[src/rtl/bo_bias_add.sv]
// Two-stage bias add with per-lane saturation for accumulator beats.
// A group counter walks the bias buffer one word per accepted beat.
module bo_bias_add #(
  parameter int D_WL      = 24,
  parameter int UNITS_NUM = 5,
  parameter int ACC_WL    = 32,
  parameter int GROUPS    = 6
) (
  input  logic                        clk,
  input  logic                        rst_n,
  input  logic                        grp_clr,
  input  logic                        in_valid,
  output logic                        in_ready,
  input  logic [UNITS_NUM*ACC_WL-1:0] in_acc,
  output logic [7:0]                  bias_addr,
  input  logic [UNITS_NUM*D_WL-1:0]   bias_w,
  output logic                        out_valid,
  input  logic                        out_ready,
  output logic [UNITS_NUM*D_WL-1:0]   out_data,
  output logic                        out_last,
  output logic                        sat_any
);

  localparam int GRP_W = (GROUPS > 1) ? $clog2(GROUPS) : 1;
  localparam int SUM_W = ACC_WL + 1;
  localparam logic [GRP_W-1:0] GRP_LAST = GRP_W'(GROUPS - 1);
  localparam logic signed [SUM_W-1:0] SAT_MAX = {{(SUM_W-D_WL+1){1'b0}}, {(D_WL-1){1'b1}}};
  localparam logic signed [SUM_W-1:0] SAT_MIN = {{(SUM_W-D_WL+1){1'b1}}, {(D_WL-1){1'b0}}};

  function automatic logic signed [SUM_W-1:0] sext_acc(input logic [ACC_WL-1:0] a);
    return {a[ACC_WL-1], a};
  endfunction

  function automatic logic signed [SUM_W-1:0] sext_bias(input logic [D_WL-1:0] b);
    return {{(SUM_W-D_WL){b[D_WL-1]}}, b};
  endfunction

  function automatic logic clamps(input logic signed [SUM_W-1:0] s);
    return (s > SAT_MAX) || (s < SAT_MIN);
  endfunction

  function automatic logic [D_WL-1:0] saturate(input logic signed [SUM_W-1:0] s);
    if (s > SAT_MAX) begin
      return SAT_MAX[D_WL-1:0];
    end else if (s < SAT_MIN) begin
      return SAT_MIN[D_WL-1:0];
    end else begin
      return s[D_WL-1:0];
    end
  endfunction

  logic [GRP_W-1:0]        r_grp;
  logic                    w_adv;
  logic                    w_accept;
  logic                    w_clamp_any;
  logic signed [SUM_W-1:0] w_sum [UNITS_NUM];
  logic [D_WL-1:0]         w_sat [UNITS_NUM];

  logic                    r_vld_p1;
  logic                    r_last_p1;
  logic signed [SUM_W-1:0] r_sum_p1 [UNITS_NUM];

  logic                    r_vld_p2;
  logic                    r_last_p2;
  logic [UNITS_NUM*D_WL-1:0] r_data_p2;
  logic                    r_sat_any;

  // The whole pipeline moves together; a stalled output freezes both stages.
  assign w_adv    = !r_vld_p2 || out_ready;
  assign in_ready = rst_n && w_adv;
  assign w_accept = in_valid && in_ready;

  always_comb begin
    bias_addr = '0;
    bias_addr[GRP_W-1:0] = r_grp;
  end

  always_ff @(posedge clk) begin
    if (!rst_n) begin
      r_grp <= '0;
    end else if (grp_clr) begin
      r_grp <= '0;
    end else if (w_accept) begin
      r_grp <= (r_grp == GRP_LAST) ? '0 : r_grp + 1'b1;
    end
  end

  // Stage p1: widened sum of accumulator and bias lanes
  always_comb begin
    for (int k = 0; k < UNITS_NUM; k++) begin
      w_sum[k] = sext_acc(in_acc[k*ACC_WL +: ACC_WL]) + sext_bias(bias_w[k*D_WL +: D_WL]);
    end
  end

  always_ff @(posedge clk) begin
    if (!rst_n) begin
      r_vld_p1  <= 1'b0;
      r_last_p1 <= 1'b0;
      for (int k = 0; k < UNITS_NUM; k++) begin
        r_sum_p1[k] <= '0;
      end
    end else if (w_adv) begin
      r_vld_p1 <= w_accept;
      if (w_accept) begin
        r_last_p1 <= (r_grp == GRP_LAST);
        for (int k = 0; k < UNITS_NUM; k++) begin
          r_sum_p1[k] <= w_sum[k];
        end
      end
    end
  end

  // Stage p2: saturate to output lane width
  always_comb begin
    w_clamp_any = 1'b0;
    for (int k = 0; k < UNITS_NUM; k++) begin
      w_sat[k]    = saturate(r_sum_p1[k]);
      w_clamp_any = w_clamp_any | clamps(r_sum_p1[k]);
    end
  end

  always_ff @(posedge clk) begin
    if (!rst_n) begin
      r_vld_p2  <= 1'b0;
      r_last_p2 <= 1'b0;
      r_data_p2 <= '0;
    end else if (w_adv) begin
      r_vld_p2  <= r_vld_p1;
      r_last_p2 <= r_last_p1;
      for (int k = 0; k < UNITS_NUM; k++) begin
        r_data_p2[k*D_WL +: D_WL] <= w_sat[k];
      end
    end
  end

  // Sticky saturation flag; a clamp on the same edge as grp_clr keeps it set.
  always_ff @(posedge clk) begin
    if (!rst_n) begin
      r_sat_any <= 1'b0;
    end else if (w_adv && r_vld_p1 && w_clamp_any) begin
      r_sat_any <= 1'b1;
    end else if (grp_clr) begin
      r_sat_any <= 1'b0;
    end
  end

  assign out_valid = r_vld_p2;
  assign out_last  = r_last_p2;
  assign out_data  = r_data_p2;
  assign sat_any   = r_sat_any;

endmodule
[config.mk]
export PLATFORM = sky130hd
export DESIGN_NAME = bo_bias_add
export DESIGN_NICKNAME = d
export VERILOG_FILES = /design/src/rtl/bo_bias_add.sv
export SDC_FILE = /design/constraint.sdc
export NUM_CORES = 1
export LEC_CHECK = 0
export CAP_MARGIN = 20
export CORE_MARGIN = 2
export CORE_UTILIZATION = 25
export CTS_CLUSTER_DIAMETER = 120
export DETAILED_ROUTE_END_ITERATION = 16
export GPL_TIMING_DRIVEN = 1
export PLACE_DENSITY_LB_ADDON = 0.3
export RECOVER_POWER = 100
export SYNTH_ARGS = -nofsm -noshare
export SYNTH_HDL_FRONTEND = slang
export SYNTH_SLANG_ARGS = --single-unit
export TNS_END_PERCENT = 1
[constraint.sdc]
create_clock -name clk -period 6.8 [get_ports clk]
set_input_delay 1.36 -clock clk [delete_from_list [all_inputs] [get_ports clk]]
set_output_delay 1.36 -clock clk [all_outputs]
set_load 0.03 [all_outputs]
## Yosys cells after proc, flatten, opt, wreduce, memory -nomap -nowiden

Memory sizes are Yosys's and may differ from the RTL's.
Index checks and enable logic that the tools add are counted.
W data, S select, Z words.

- Add/subtract/negate cells: 6
- $mul: 0
- Div/mod/pow operators: 0
- Magnitude comparators: 10
- Eq/ne operators: 1
- Shifts and indexed selects: 0
- Multiplexer cells: 23
- Bitwise logic cells: 10
- Reduce and logical (&&, ||, !) cells: 14

Operators by type and width:

| kind | count |
|---|---|
| $mux W24 | 10 |
| $add A32 B24 Y33 | 5 |
| $gt A33 B24 Y1 const B | 5 |
| $lt A33 B24 Y1 const B | 5 |
| $mux W33 | 5 |
| $or A1 B1 Y1 | 9 |
| $mux W1 | 7 |
| $logic_or A1 B1 Y1 | 6 |
| $logic_and A1 B1 Y1 | 4 |
| $add A3 B1 Y3 const B | 1 |
| $eq A3 B3 Y1 const B | 1 |
| $mux W3 | 1 |
| $reduce_and A2 Y1 | 1 |
| $reduce_bool A2 Y1 | 1 |
| $reduce_or A2 Y1 | 1 |
| $logic_not A1 Y1 | 1 |
| $not A1 Y1 | 1 |

- Flip-flop bits (word level): 128
- Latch bits: 0
- RAM bits: 165
- ROM bits: 0
- Input port bits: 285
- Output and inout port bits: 132
- Word-level logic and storage cells: 72
- Memories kept: 1

Memory list:

| memory | words | width | rd ports | clocked after memory_dff | wr ports | line | text |
|---|---|---|---|---|---|---|---|
| r_sum_p1 | 5 | 33 | 5 | 0 | 5 | 61 | `logic signed [SUM_W-1:0] r_sum_p1 [UNITS_NUM];` |

## Logic depth before layout (Yosys ltp)

- Depth in word-level cells: 9
- Gate-level depth with buffers: 10
- Gate-level depth less buffers: 10

## Least setup slack after synthesis

No wires, ideal clock.

- Path type: input port to flip-flop
- From: input rst_n
- To: memory r_sum_p1[0][0] in the netlist's numbering (enable)
- Library setup time: 1.354 ns
- Arrival: 5.583 ns
- Path slack: -0.138 ns
- Cell stages on the path: 7
- Buffers on the path: 4
- Cells stage by stage: clkbuf_1 and2_1 nand2_1 clkbuf_1 clkbuf_1 clkbuf_1 nand2_1

RTL lines:

| what | line | text |
|---|---|---|
| start, declared | 10 | `input logic rst_n,` |
| end, declared | 61 |  |

==> impl_metrics.env <==
export IMPL_run_status="complete, but fails checks"
export IMPL_violations="capacitance limit, slew limit"
export IMPL_number_of_enable_flip_flop_cells_after_synthesis=165
export IMPL_synth_fa_ha_area_share_pct=10.9
export IMPL_critical_path_cell_chain="dlygate4sd3_1, nand2b_1, and3_1, clkbuf_1, and3_1, mux2i_1, o311ai_1"
export IMPL_top_cell_type_by_total_area_after_synthesis="sky130_fd_sc_hd__edfxtp_1"
export IMPL_postSynthRegisterBits=293
export IMPL_yosysUniqueCellTypes=83
export IMPL_via_count=17422
export IMPL_relSlewSlack_pct=-64.4
export IMPL_fp_dieArea_mm2=0.0792
export IMPL_async_reset_ff_share_pct=0
export IMPL_worst_path_max_delay_cell="sky130_fd_sc_hd__and3_1"
export IMPL_max_cap_violations=4
export IMPL_power_total_uw=5750
export IMPL_power_density_mw_per_mm2=225
export IMPL_final_routed_wirelength_across_all_metal_layers_um=61200
export IMPL_synthDominantCellAreaShare_pct=25.7
export IMPL_dieWidth_um=281
export IMPL_grt_ovf=0
export IMPL_finalSetupTns_ps=0
export IMPL_syn_cell_area_mm2=0.0192
export IMPL_dr_pass1_iters=7
export IMPL_proportion_of_synthesized_chip_area_in_sequential_cells_pct=39.1
export IMPL_die_boundary_height_um=281
export IMPL_core_area_mm2=0.0761
export IMPL_finalClockSkew_ps=21.2
export IMPL_crit_end="r_sum_p1[0][130]"
export IMPL_cts_hold_fix_buffers=0
export IMPL_post_cts_setup_buffer_count=0
export IMPL_setup_worst_path_end_class="register"
export IMPL_routed_via_density=4.82
export IMPL_ys_warn_count=0
export IMPL_setup_viol_count_final=0
export IMPL_route_detailed_drc=0
export IMPL_post_synth_and_or_nand_nor_area_fraction_pct=17.1
export IMPL_clk_pin_slew_ps=60
export IMPL_insertion_delay_ps=550
export IMPL_total_leakage_power_uw=0.0102
export IMPL_place_ws_ps=2090
export IMPL_cp_data_required_time_ps=7130
export IMPL_drtIter0Drc=845
export IMPL_cts_repair_resize_count=0
export IMPL_global_route_wire_length_before_repair_um=94300
export IMPL_critical_path_class="in -> reg"
export IMPL_rsz0062_at_grt="no"
export IMPL_ctsRootBufferMaster="sky130_fd_sc_hd__clkbuf_16"
export IMPL_worst_r2r_setup_slack_ps=2510
export IMPL_fin_crit_sh_pct=78.6
export IMPL_synth_compound_area_share_pct=24.6
export IMPL_max_stage_delay_ps=1650
export IMPL_r2r_start="out_valid"
export IMPL_cts_tree="yes"
export IMPL_cpMostUsedCell="sky130_fd_sc_hd__and3_1"
export IMPL_layout_setup_ws_ps=1450
export IMPL_startpoint="out_ready"
export IMPL_worst_pin_slew_ps=2470
export IMPL_numPortBuffers=411
export IMPL_maxSlewViolCount=171
export IMPL_most_common_layout_cells="sky130_fd_sc_hd__nor2_1, sky130_fd_sc_hd__clkdlybuf4s50_1, sky130_fd_sc_hd__a21oi_1"
export IMPL_r2r_end="r_sum_p1[0][130]"
export IMPL_ctsHtreeMaxLevel=2
export IMPL_synth_ff_type="sky130_fd_sc_hd__edfxtp_1"
export IMPL_crit_path_max_fanout=46
export IMPL_floorplan_rows=101
export IMPL_floorplan_io_pins=417
export IMPL_hold_ws_ps=462
export IMPL_finish_cell_count_without_fillers=3615
export IMPL_post_synth_cell_area_avg_um2=8.80
export IMPL_initial_core_util_pct=25.3
export IMPL_gate_count_post_synth=2188
export IMPL_ant_nets=0
export IMPL_finalNetCount=3002
export IMPL_fmax_mhz=187
export IMPL_post_synth_xor_area_fraction_pct=4.19
export IMPL_routed_wirelength_normalized_by_instance_count_um=16.9
export IMPL_final_common_cell="sky130_fd_sc_hd__nor2_1"
export IMPL_post_synth_main_area_contributors="sky130_fd_sc_hd__edfxtp_1, sky130_fd_sc_hd__dfxtp_1, sky130_fd_sc_hd__ha_1"
export IMPL_grt_antenna_before_repair=2
export IMPL_drive_above_1_share_pct=3.60
export IMPL_grt_use_total_pct=14.9
export IMPL_dominant_combinational_cell_family_by_area_after_synthesis="compound AO/OA/AOI/OAI gates"
export IMPL_critPathArrivalTime_ps=5670
export IMPL_min_path_type="reg -> reg"
export IMPL_clock_sink_count=293
export IMPL_layout_area_overhead_vs_synth_pct=32.9
export IMPL_ir_drop_v=0.000140
export IMPL_place_detailed_instances=3539
export IMPL_timing_hold_violations_final=0
export IMPL_crit_path_start_kind="input pin"
export IMPL_maximum_number_of_pins_on_one_net_before_global_route_repair=141
export IMPL_reg2reg_path_depth=6
export IMPL_final_weighted_congestion_in_routability_driven_placement=0.845
export IMPL_numCtsBuffers=40
export IMPL_clockBufferDepth=3
export IMPL_first_global_vias=17060
export IMPL_synth_area_mux_share_pct=1.15
export IMPL_post_dp_hpwl_um=44600
export IMPL_finalCriticalPeriod_ps=5350
kinds of logic (layout without fill, tap and decap cells):
family                     count (synthesis)  after routing
AOI/OAI and AO/OA                        757            757
DFF                                      293            293
muxes                                     22             22
xor gates and xnor gates                  92             92
buffers and inverters                    143            533
adders and majority gates                165            165
and+or+nand+nor                          715            715
other                                      1              8
worst min-delay path by stage:
stage,from,endpoint,cells after the start
finish,out_last,out_last,2
global route,out_last,out_last,2
global placement,out_data[71],out_data[71],2
floorplan,r_last_p1,out_last,2
detailed placement,out_last,out_last,2
CTS,out_last,out_last,2
per-layer routing:
metal | global-route usage (%) | up-vias | wire length (um) | share of wire [%]
met5 | 0 | - | 0 | 0
met4 | 3.27 | 0 | 966 | 1.6
met3 | 3.41 | 63 | 3550 | 5.8
met2 | 25.4 | 365 | 29300 | 48
met1 | 19.0 | 8170 | 27400 | 45
li1 | - | 8824 | - | -
cells in the mapped netlist (4+ instances only):
| cell type | instances |
|---|---|
| sky130_fd_sc_hd__and4_1 | 5 |
| sky130_fd_sc_hd__edfxtp_1 | 165 |
| sky130_fd_sc_hd__o2111ai_1 | 4 |
| sky130_fd_sc_hd__a21o_1 | 80 |
| sky130_fd_sc_hd__a2111oi_0 | 8 |
| sky130_fd_sc_hd__buf_4 | 5 |
| sky130_fd_sc_hd__o21ai_1 | 17 |
| sky130_fd_sc_hd__a21boi_0 | 10 |
| sky130_fd_sc_hd__o31ai_2 | 4 |
| sky130_fd_sc_hd__fa_1 | 5 |
| sky130_fd_sc_hd__o21bai_1 | 17 |
| sky130_fd_sc_hd__a21oi_1 | 264 |
| sky130_fd_sc_hd__inv_1 | 37 |
| sky130_fd_sc_hd__ha_1 | 160 |
| sky130_fd_sc_hd__a211o_1 | 8 |
| sky130_fd_sc_hd__a41oi_1 | 9 |
| sky130_fd_sc_hd__or3_1 | 7 |
| sky130_fd_sc_hd__nor2b_1 | 21 |
| sky130_fd_sc_hd__o31a_1 | 8 |
| sky130_fd_sc_hd__o21ai_0 | 185 |
| sky130_fd_sc_hd__o21a_1 | 26 |
| sky130_fd_sc_hd__dfxtp_1 | 128 |
| sky130_fd_sc_hd__nor3_1 | 53 |
| sky130_fd_sc_hd__nor2_1 | 305 |
| sky130_fd_sc_hd__nor3b_1 | 12 |
| sky130_fd_sc_hd__a31o_2 | 5 |
| sky130_fd_sc_hd__and2_1 | 22 |
| sky130_fd_sc_hd__o211ai_1 | 13 |
| sky130_fd_sc_hd__nor4_1 | 15 |
| sky130_fd_sc_hd__a31oi_1 | 12 |
| sky130_fd_sc_hd__xor2_1 | 35 |
| sky130_fd_sc_hd__nand3_1 | 46 |
| sky130_fd_sc_hd__nand2b_1 | 27 |
| sky130_fd_sc_hd__a211oi_1 | 21 |
| sky130_fd_sc_hd__xnor2_1 | 57 |
| sky130_fd_sc_hd__clkbuf_1 | 98 |
| sky130_fd_sc_hd__o31ai_1 | 14 |
| sky130_fd_sc_hd__nand4_1 | 35 |
| sky130_fd_sc_hd__mux2i_1 | 21 |
| sky130_fd_sc_hd__and3_1 | 18 |
| sky130_fd_sc_hd__nand2_1 | 134 |
stage by stage:
stage / cell area [um2] / util (%)
after floorplan: 19300 / -
after global placement: 24500 / 32.1
after detailed placement: 24500 / 32.1
after CTS: 25700 / 33.8
after global routing: 25600 / 33.6
final: 25600 / 33.6
layout make-up:
class / instances / area, um2
clock buffers: 49 / 1080
repair buffers: 423 / 4200
inverters: 38 / 143
clock inverters: 23 / 169
flip-flops and latches: 293 / 7520
diodes: 3 / 7.51
multi-input cells: 1756 / 11200
fillers: 8003 / 50500
well taps: 1030 / 1290
critical path, delay by kind of cell:
family / cells / cell delay (ps)
AO/OA/AOI/OAI: 1 / 110
multiplexers: 1 / 70
AND/OR/NAND/NOR: 3 / 2150
buffers and inverters: 2 / 1880
power breakdown:
part | switching (uW) | internal [uW]
clock | 817 | 1200
combinational | 925 | 666
sequential | 71.6 | 2070
total | 1810 | 3940
state kept, by name (all words and copies together), names as in the netlist:
name       flops
r_sum_p1     165
out_data     120
r_vld_p1       1
out_last       1
r_last_p1      1
r_grp          3
sat_any        1
out_valid      1
No activity file was read; power rests on OpenSTA's default activity.
